[src/rtl/parity_reg_arbiter_if.sv]
// ----------------------------------------------------------------------------
// parity_reg_arbiter_if
// Request/response bundle between NREQ byte producers and the shared parity
// register arbiter.
//   req        : per-requester request level            (master -> slave)
//   req_data   : packed bytes, requester i at [i*DW +: DW] (master -> slave)
//   rsp_ready  : response consumer accepts               (master -> slave)
//   gnt        : one-hot, one-cycle grant pulse          (slave -> master)
//   rsp_valid  : response available                     (slave -> master)
//   rsp_id     : index of the requester whose byte is held (slave -> master)
//   rsp_q      : shared register contents                (slave -> master)
//   rsp_parity : XOR of rsp_q, 1 = odd number of ones    (slave -> master)
//   busy       : arbiter FSM not idle                    (slave -> master)
// ----------------------------------------------------------------------------
interface parity_reg_arbiter_if #(
    parameter int unsigned NREQ = 4,
    parameter int unsigned DW   = 8
);
    localparam int unsigned ID_W = $clog2(NREQ);

    logic [NREQ-1:0]    req;
    logic [NREQ*DW-1:0] req_data;
    logic               rsp_ready;
    logic [NREQ-1:0]    gnt;
    logic               rsp_valid;
    logic [ID_W-1:0]    rsp_id;
    logic [DW-1:0]      rsp_q;
    logic               rsp_parity;
    logic               busy;

    // Requesters plus response consumer
    modport master (
        output req, req_data, rsp_ready,
        input  gnt, rsp_valid, rsp_id, rsp_q, rsp_parity, busy
    );

    // Arbiter side
    modport slave (
        input  req, req_data, rsp_ready,
        output gnt, rsp_valid, rsp_id, rsp_q, rsp_parity, busy
    );
endinterface

[src/rtl/parity_reg_arbiter.sv]
// ----------------------------------------------------------------------------
// parity_reg_arbiter
// Shares one DW-bit enable-loaded register with an XOR-reduce parity output
// between NREQ requesters. An arbiter picks one requester, loads its byte,
// and returns the byte, its parity and the requester ID over a valid/ready
// response channel. A transaction takes at least two cycles (grant cycle,
// then one IDLE cycle); there is no IDLE bypass.
//
// Ports:
//   clk   : rising-edge clock
//   reset : asynchronous active-high reset
//   bus   : parity_reg_arbiter_if.slave (req/req_data/rsp_ready in,
//           gnt/rsp_valid/rsp_id/rsp_q/rsp_parity/busy out)
//
// Build option:
//   PARITY_ARB_FIXED_PRIO_EN defined   -> fixed priority, lowest index wins,
//                                         no round-robin pointer.
//   PARITY_ARB_FIXED_PRIO_EN undefined -> round-robin starting at rr_ptr.
// ----------------------------------------------------------------------------
module parity_reg_arbiter #(
    parameter int unsigned NREQ = 4,
    parameter int unsigned DW   = 8
) (
    input  logic                clk,
    input  logic                reset,
    parity_reg_arbiter_if.slave bus
);
    localparam int unsigned ID_W = $clog2(NREQ);

    typedef enum logic [0:0] {
        IDLE = 1'b0,
        RESP = 1'b1
    } state_e;

    state_e          state_q, state_d;
    logic [NREQ-1:0] gnt_q, gnt_d;
    logic            rsp_valid_q, rsp_valid_d;
    logic            busy_q, busy_d;
    logic [ID_W-1:0] rsp_id_q, rsp_id_d;
    logic [DW-1:0]   data_q, data_d;
    logic [ID_W-1:0] win;

    // Unpack the request bytes so the winner can index them directly
    logic [DW-1:0] req_byte [NREQ];
    for (genvar g = 0; g < NREQ; g++) begin : g_unpack
        assign req_byte[g] = bus.req_data[g*DW +: DW];
    end

`ifdef PARITY_ARB_FIXED_PRIO_EN
    // Lowest asserted index wins; scanning downward leaves the lowest last
    always_comb begin : fixed_prio
        win = '0;
        for (int i = int'(NREQ) - 1; i >= 0; i--) begin
            if (bus.req[i]) begin
                win = ID_W'(i);
            end
        end
    end
`else
    logic [ID_W-1:0] rr_ptr_q, rr_ptr_d;

    // First asserted request at or after rr_ptr, searching upward with wrap
    always_comb begin : rr_search
        int unsigned idx;
        logic        found;
        win   = '0;
        found = 1'b0;
        idx   = 0;
        for (int unsigned i = 0; i < NREQ; i++) begin
            idx = (32'(rr_ptr_q) + i) % NREQ;
            if (!found && bus.req[idx]) begin
                win   = ID_W'(idx);
                found = 1'b1;
            end
        end
    end

    // Pointer moves to the slot just past the winner on every grant
    always_comb begin : rr_update
        rr_ptr_d = rr_ptr_q;
        if (state_q == IDLE && (|bus.req)) begin
            rr_ptr_d = (win == ID_W'(NREQ - 1)) ? '0 : win + ID_W'(1);
        end
    end
`endif

    // Next-state and registered-output logic
    always_comb begin : fsm_next
        state_d     = state_q;
        gnt_d       = '0;
        rsp_valid_d = rsp_valid_q;
        busy_d      = busy_q;
        rsp_id_d    = rsp_id_q;
        data_d      = data_q;
        case (state_q)
            IDLE: begin
                if (|bus.req) begin
                    state_d     = RESP;
                    gnt_d[win]  = 1'b1;
                    rsp_valid_d = 1'b1;
                    busy_d      = 1'b1;
                    rsp_id_d    = win;
                    data_d      = req_byte[win];
                end
            end
            RESP: begin
                // Requests are ignored here; outputs hold until accepted
                if (bus.rsp_ready) begin
                    state_d     = IDLE;
                    rsp_valid_d = 1'b0;
                    busy_d      = 1'b0;
                end
            end
            default: begin
                state_d     = IDLE;
                rsp_valid_d = 1'b0;
                busy_d      = 1'b0;
            end
        endcase
    end

    // State and output registers
    always_ff @(posedge clk or posedge reset) begin
        if (reset) begin
            state_q     <= IDLE;
            gnt_q       <= '0;
            rsp_valid_q <= 1'b0;
            busy_q      <= 1'b0;
            rsp_id_q    <= '0;
            data_q      <= '0;
`ifndef PARITY_ARB_FIXED_PRIO_EN
            rr_ptr_q    <= '0;
`endif
        end else begin
            state_q     <= state_d;
            gnt_q       <= gnt_d;
            rsp_valid_q <= rsp_valid_d;
            busy_q      <= busy_d;
            rsp_id_q    <= rsp_id_d;
            data_q      <= data_d;
`ifndef PARITY_ARB_FIXED_PRIO_EN
            rr_ptr_q    <= rr_ptr_d;
`endif
        end
    end

    assign bus.gnt        = gnt_q;
    assign bus.rsp_valid  = rsp_valid_q;
    assign bus.busy       = busy_q;
    assign bus.rsp_id     = rsp_id_q;
    assign bus.rsp_q      = data_q;
    // Parity follows the held register, so it is stable with rsp_q
    assign bus.rsp_parity = ^data_q;

endmodule

[src/flat_wrapper.sv]
// flat-port wrapper written by rule: the top's interface ports become plain ports
module parity_reg_arbiter_flat 
#(
    parameter int unsigned NREQ = 4,
    parameter int unsigned DW   = 8
)
  (clk, reset, bus_req, bus_req_data, bus_rsp_ready, bus_gnt, bus_rsp_valid, bus_rsp_id, bus_rsp_q, bus_rsp_parity, bus_busy);
  parity_reg_arbiter_if #(.NREQ(NREQ), .DW(DW)) bus_i ();
  input  logic clk;
  input  logic reset;
  input wire logic [$bits(bus_i.req)-1:0] bus_req;
  input wire logic [$bits(bus_i.req_data)-1:0] bus_req_data;
  input wire logic [$bits(bus_i.rsp_ready)-1:0] bus_rsp_ready;
  output wire logic [$bits(bus_i.gnt)-1:0] bus_gnt;
  output wire logic [$bits(bus_i.rsp_valid)-1:0] bus_rsp_valid;
  output wire logic [$bits(bus_i.rsp_id)-1:0] bus_rsp_id;
  output wire logic [$bits(bus_i.rsp_q)-1:0] bus_rsp_q;
  output wire logic [$bits(bus_i.rsp_parity)-1:0] bus_rsp_parity;
  output wire logic [$bits(bus_i.busy)-1:0] bus_busy;
  assign bus_i.req = bus_req;
  assign bus_i.req_data = bus_req_data;
  assign bus_i.rsp_ready = bus_rsp_ready;
  assign bus_gnt = bus_i.gnt;
  assign bus_rsp_valid = bus_i.rsp_valid;
  assign bus_rsp_id = bus_i.rsp_id;
  assign bus_rsp_q = bus_i.rsp_q;
  assign bus_rsp_parity = bus_i.rsp_parity;
  assign bus_busy = bus_i.busy;
  parity_reg_arbiter #(.NREQ(NREQ), .DW(DW)) u_core (.clk(clk), .reset(reset), .bus(bus_i));
endmodule
[config.mk]
export PLATFORM = sky130hd
export DESIGN_NAME = parity_reg_arbiter_flat
export DESIGN_NICKNAME = d
export VERILOG_FILES = /design/src/rtl/parity_reg_arbiter_if.sv /design/src/rtl/parity_reg_arbiter.sv /design/src/flat_wrapper.sv
export SDC_FILE = /design/constraint.sdc
export NUM_CORES = 1
export LEC_CHECK = 0
export ABC_CLOCK_PERIOD_IN_PS = 1700
export CORE_MARGIN = 2
export CORE_UTILIZATION = 35
export DETAILED_ROUTE_END_ITERATION = 12
export PLACE_DENSITY_LB_ADDON = 0.08
export SLEW_MARGIN = 10
export SYNTH_ARGS = -nofsm -noshare
export SYNTH_HDL_FRONTEND = slang
export SYNTH_SLANG_ARGS = --single-unit
[constraint.sdc]
create_clock -name clk -period 1.7 [get_ports clk]
set_input_delay 0.255 -clock clk [delete_from_list [all_inputs] [get_ports clk]]
set_output_delay 0.255 -clock clk [all_outputs]
set_load 0.02 [all_outputs]
[After elaboration in Yosys (flattened, before gate mapping)]
Cells that the tools add are included.
Storage, ports and cells
  output and inout bits: 17
  bits of input ports: 39
  bits in registers: 18
Operators by class
  eq/ne operators: 3
  bitwise operators: 2
  $lt $le $gt $ge: 7
  multiplexer cells: 29
  reductions and logical operators: 12
  add/subtract/negate cells: 4
Operator list (count)
  8-bit binary-select mux with 2-bit select: 1
  8-bit two-way mux: 2
  2-bit by 3-bit < comparator with 1-bit output, second input constant: 5
  1-bit two-way mux: 12
  2-bit two-way mux: 5
  1-bit binary-select mux with 2-bit select: 4
  4-bit two-way mux: 2
  8-bit parity: 1
  1-bit logical AND: 5
  2-bit by 1-bit adder with 2-bit output, second input constant: 2
  2-bit adder, second input constant: 2
  2-bit != test, second input constant: 2
  1-bit case mux with 2 select lines: 2
  2-bit AND reduction: 2
  4-bit OR reduction: 1
  3-bit greater-or-equal comparator, second input constant: 1
  1-bit zero test: 3
  2-bit NOT with 3-bit output: 1
  1-bit demux with 2-bit select: 1
  2-bit equality test, second input constant: 1
  2-bit by 1-bit greater-or-equal comparator with 1-bit output, second input constant: 1
  1-bit NOT: 1

[Longest topological paths before layout]
  depth after elaboration: 18
  depth in mapped cells: 8
  depth with buffers taken out: 7

[Worst setup path after synthesis]
No wires, ideal clock.
  path type: register -> register
  from: register u_core.rr_ptr_q[1]
  to: register u_core.rr_ptr_q[1]
  path slack: 50 ps
  stages on the path, launching flop included: 9
  path buffers: 1
  required time: 1583 ps
  data arrival time: 1533 ps
  clock period less this slack: 1650 ps
  setup time: 117 ps
  path through: dfrtp_1 mux2i_1 o22a_4 nand2_8 buf_12 inv_1 ha_1 nand2_1 nand2_1
On the way
  word-level cells in the longest chain between the ends: 14
RTL lines
  from (decl): RTL line parity_reg_arbiter.sv:60  | logic [ID_W-1:0] rr_ptr_q, rr_ptr_d;
  from (signal assigned): RTL line parity_reg_arbiter.sv:142  | rr_ptr_q <= rr_ptr_d;
  parallel branches: the longest is 11 deep, another holds 2-bit by 1-bit adder with 2-bit output
  2-bit two-way mux (*): RTL line parity_reg_arbiter.sv:71  | if (!found && bus.req[idx]) begin
  2-bit by 1-bit adder with 2-bit output / 2-bit equality test (equally long branches): RTL line parity_reg_arbiter.sv:82  | rr_ptr_d = (win == ID_W'(NREQ - 1)) ? '0 : win + ID_W'(1);
  2-bit two-way mux (*): RTL line parity_reg_arbiter.sv:82
Every way passes the cells marked *. The select of a mux whose other input is x is not followed.
A chain may end at the register's enable or synchronous reset.

[Final worst setup path]
  from: input port bus_req[1]
  to: register u_core.data_q[6] (netlist: u_core.bus.rsp_q[6])
On the way
  word-level cells in the longest chain between the ends: 16
RTL lines
  from (decl): RTL line flat_wrapper.sv:11  | input wire logic [$bits(bus_i.req)-1:0] bus_req;
  1-bit binary-select mux with 2-bit select: RTL line parity_reg_arbiter.sv:71
  1-bit two-way mux (implied by the code): RTL line parity_reg_arbiter.sv:71
  1-bit two-way mux: RTL line parity_reg_arbiter.sv:71
  1-bit zero test: RTL line parity_reg_arbiter.sv:71
  1-bit logical AND: RTL line parity_reg_arbiter.sv:71
  1-bit two-way mux: RTL line parity_reg_arbiter.sv:71
  1-bit zero test: RTL line parity_reg_arbiter.sv:71
  1-bit logical AND: RTL line parity_reg_arbiter.sv:71
  1-bit two-way mux: RTL line parity_reg_arbiter.sv:71
  1-bit zero test: RTL line parity_reg_arbiter.sv:71
  1-bit logical AND: RTL line parity_reg_arbiter.sv:71
  2-bit two-way mux: RTL line parity_reg_arbiter.sv:71
  2-bit NOT with 3-bit output (implied by the code): RTL line parity_reg_arbiter.sv:103  | data_d = req_byte[win];
  8-bit binary-select mux with 2-bit select: RTL line parity_reg_arbiter.sv:103
  8-bit two-way mux (implied by the code) (2 in a row): RTL line parity_reg_arbiter.sv:103
  to (signal assigned): RTL line parity_reg_arbiter.sv:140  | data_q <= data_d;
  to (decl): RTL line parity_reg_arbiter.sv:40  | logic [DW-1:0] data_q, data_d;
Several ways; a longest one is shown, not always the timed one. The select of a mux whose other input is x is not followed.

==> impl_metrics.env <==
export IMPL_ios=56
export IMPL_startpoint="bus_req[1]"
export IMPL_syn_inst=111
export IMPL_ys_types=32
export IMPL_ys_seq_area_share_pct=40.9
export IMPL_worstReg2RegStart="u_core.rr_ptr_q[1]"
export IMPL_path_cells="clkdlybuf4s50_1, a21boi_2, o22a_4, nand2_8, buf_4, a211oi_2, a211oi_1"
export IMPL_hpwlAfterDp_mm=2.46
export IMPL_status="finished clean"
export IMPL_cts_made_buffers=3
export IMPL_crit_end="u_core.bus.rsp_q[6]"
export IMPL_path_clk_slew_ps=100
export IMPL_maxCapViolCount=0
export IMPL_critPathTopFamily="compound AO/OA/AOI/OAI gates"
export IMPL_cts_max_level=1
export IMPL_synth_compound_area_share_pct=19.3
export IMPL_grt_usage_pct=18.5
export IMPL_ant_nets=0
export IMPL_synth_top_family_by_area="simple AND/OR/NAND/NOR gates"
export IMPL_drc=0
export IMPL_grt_pass1_wl_mm=5.02
export IMPL_clock_path_buffers=2
export IMPL_row_count=20
export IMPL_post_route_min_period_ps=1690
export IMPL_clock_latency_ps=280
export IMPL_cts_sinks=18
export IMPL_fmax_mhz=591
export IMPL_initial_core_util_pct=36.4
export IMPL_slew_viol_final=0
export IMPL_crit_type="input pin to register"
export IMPL_firstDrtPassIters=4
export IMPL_gr_total_overflow=0
export IMPL_antenna_found_initial=0
export IMPL_tritoncts="built"
export IMPL_port_buffers=55
export IMPL_gp_congestion=0.838
export IMPL_path_max_fanout=10
export IMPL_cts_root_buf="clkbuf_4"
export IMPL_die_y_um=60.1
export IMPL_dieWidth_um=60.1
export IMPL_viasPerCell=4.85
export IMPL_r2r_end="u_core.bus.rsp_q[6]"
export IMPL_max_stage_delay_ps=520
export IMPL_rsz0062_at_grt="true"
export IMPL_routed_wl_mm=3.14
export IMPL_ys_seq_elements=18
export IMPL_p_leak_nw=0.849
export IMPL_worstMarginPinSlew_ps=435
export IMPL_synth_area_leaders="dfrtp_1 41%, mux2i_1 9.1%, a211oi_1 8.2%, xnor2_1 4.8%, nor2_1 4.4%"
export IMPL_netlist_area_mm2=0.00110
export IMPL_n_antenna_cell=0
export IMPL_syn_to_final_growth_pct=78.3
export IMPL_skew_ps=4.27
export IMPL_slowest_stage="clkdlybuf4s50_1"
export IMPL_fin_hold_ws_ps=281
export IMPL_yosys_warnings=0
export IMPL_syn_area_per_cell_um2=9.92
export IMPL_vdd_ir_drop_worst_v=0.000495
export IMPL_post_route_period_util_pct=99.6
export IMPL_wire_per_inst_um=13.3
export IMPL_synthSimpleGateAreaFrac_pct=19.7
export IMPL_drt_iter0_drc=13
export IMPL_hold_path_class="input pin to async pin"
export IMPL_synthXorXnorAreaFrac_pct=5.57
export IMPL_regToRegSetupSlack_ps=7
export IMPL_hold_buffers=0
export IMPL_cp_arrival_ps=1840
export IMPL_critPathCaptureType="register"
export IMPL_synth_top_area_cell="dfrtp_1"
export IMPL_power_total_w=0.00269
export IMPL_finalHoldViolations=0
export IMPL_critPathBufInv=2
export IMPL_grt_max_degree=19
export IMPL_dieArea_mm2=0.00361
export IMPL_synthesis_nets=151
export IMPL_grt_pass1_vias=1158
export IMPL_critical_path_required_ps=1840
export IMPL_synth_area_mux_share_pct=9.09
export IMPL_dr_total_vias=1149
export IMPL_path_depth=7
export IMPL_ff2ff_path_depth=6
export IMPL_fp_coreArea_mm2=0.00303
export IMPL_setup_tns_ps=0
export IMPL_setup_viol_count_final=0
export IMPL_synthAdderAreaFrac_pct=1.14
export IMPL_nNetsFinal=234
export IMPL_crit_path_start_kind="input pin"
export IMPL_max_slew_margin_rel_pct=70.8
export IMPL_synth_top_area_share_pct=40.9
export IMPL_drive_above_1_share_pct=24.4
export IMPL_power_per_cell_area_mw_per_mm2=1370
==> final cells by class <==
cell class	instances	area [um^2]
flip-flops and latches	18	452
fillers	265	1060
well taps	44	55.1
inverters	3	11.3
multi-input cells	87	657
clock buffers	4	36.3
repair buffers	81	752
==> synthesized netlist by cell type <==
cell and instances:
o21ai_4 1, a21oi_1 3, or2_1 1, nor2_1 13, o22a_4 1, inv_1 3
nand2_8 1, buf_4 1, o22ai_1 1, clkbuf_1 1, dfrtp_1 18, a311oi_2 1
buf_12 1, nor3_2 1, mux2i_1 10, nor3_1 1, and3_1 6, a21o_1 2
and2_1 2, buf_2 1, ha_1 1, o21ai_0 3, a21boi_1 1, a211oi_1 12
nand2_1 11, nand3_1 2, nand2b_1 1, xor2_1 1, nor4_2 1, xnor2_1 6
o211ai_1 2, nor2b_1 1
==> registers in the layout, indices dropped and copies added (netlist names) <==
name	count
u_core.rr_ptr_q	2
u_core.state_q	1
u_core.bus.rsp_q	8
u_core.bus.gnt	4
u_core.bus.rsp_id	2
u_core.bus.rsp_valid	1
==> how the worst min path moves through the flow <==
stage / to / slack (ps) / depth (start not counted)
floorplan: u_core.bus.gnt[0] / 190 / 1
global placement: u_core.bus.rsp_id[1] / 460 / 2
detailed placement: u_core.bus.rsp_id[1] / 470 / 2
CTS: u_core.state_q / 280 / 3
global route: u_core.bus.rsp_q[4] / 280 / 3
finish: u_core.state_q / 280 / 3
==> cells in the final DEF, fill, tap and decap left out, types with 2 or more instances in the layout <==
cell             instances
mux2i_1                  8
mux2i_2                  2
o211ai_1                 2
clkbuf_4                 3
clkdlybuf4s50_1         52
buf_6                    2
dfrtp_1                 17
and2_1                   2
a211oi_1                 8
nand3_1                  2
o21ai_0                  3
a21o_1                   2
and3_1                   6
buf_4                   25
xnor2_1                  6
a211oi_2                 4
nor2_1                  13
a21oi_1                  3
inv_1                    3
nand2_1                 10
==> stage by stage <==
stage                     instance area [um^2]  std cells  utilization [%]  setup WS (ps)
after floorplan                           1100        111                -           49.8
after global placement                    1840        228             60.6           -239
after detailed placement                  1840        228             60.6           -344
after CTS                                 1890        232             62.3          -3.05
after global routing                      1960        237             64.8          -39.4
final                                     1960        237             64.8           6.94
==> per-layer routing <==
metal / vias up / global-route usage (%) / routed length (um)
met3: 2 / 2.16 / 124
met4: 0 / 4.76 / 21
met5: - / 0 / 0
li1: 568 / - / -
met1: 546 / 21.4 / 1310
met2: 33 / 35.6 / 1690
==> timing repair <==
| action | in CTS | in global routing |
|---|---|---|
| cloned | 0 | 1 |
| buffers inserted | 0 | 4 |
| pin swaps | 0 | 5 |
| gates resized for setup | 12 | 10 |
| setup endpoints to repair | 2 | 9 |
==> cells by family after synthesis <==
logic type,Yosys count
AOI/OAI and AO/OA,27
xor gates and xnor gates,7
adders and majority gates,1
buffers and inverters,7
DFF,18
muxes,10
and+or+nand+nor,41
==> report_power, final <==
| part | total, W | switching (W) | leakage, nW | internal [W] |
|---|---|---|---|---|
| Clock | 0.000256 | 0.000126 | 0.0210 | 0.000130 |
| Combinational | 0.00176 | 0.000829 | 0.612 | 0.000931 |
| Sequential | 0.000678 | 0.000113 | 0.216 | 0.000565 |
| Total | 0.00269 | 0.00107 | 0.849 | 0.00163 |
==> worst reg2reg max path: stages, from the launching register on <==
cell and delay (ps):
dfrtp_2 450, mux2i_2 270, o22a_4 260, nand2_8 100
buf_4 150, a211oi_2 240, a211oi_1 90
Power figures use the tool's default switching activity.
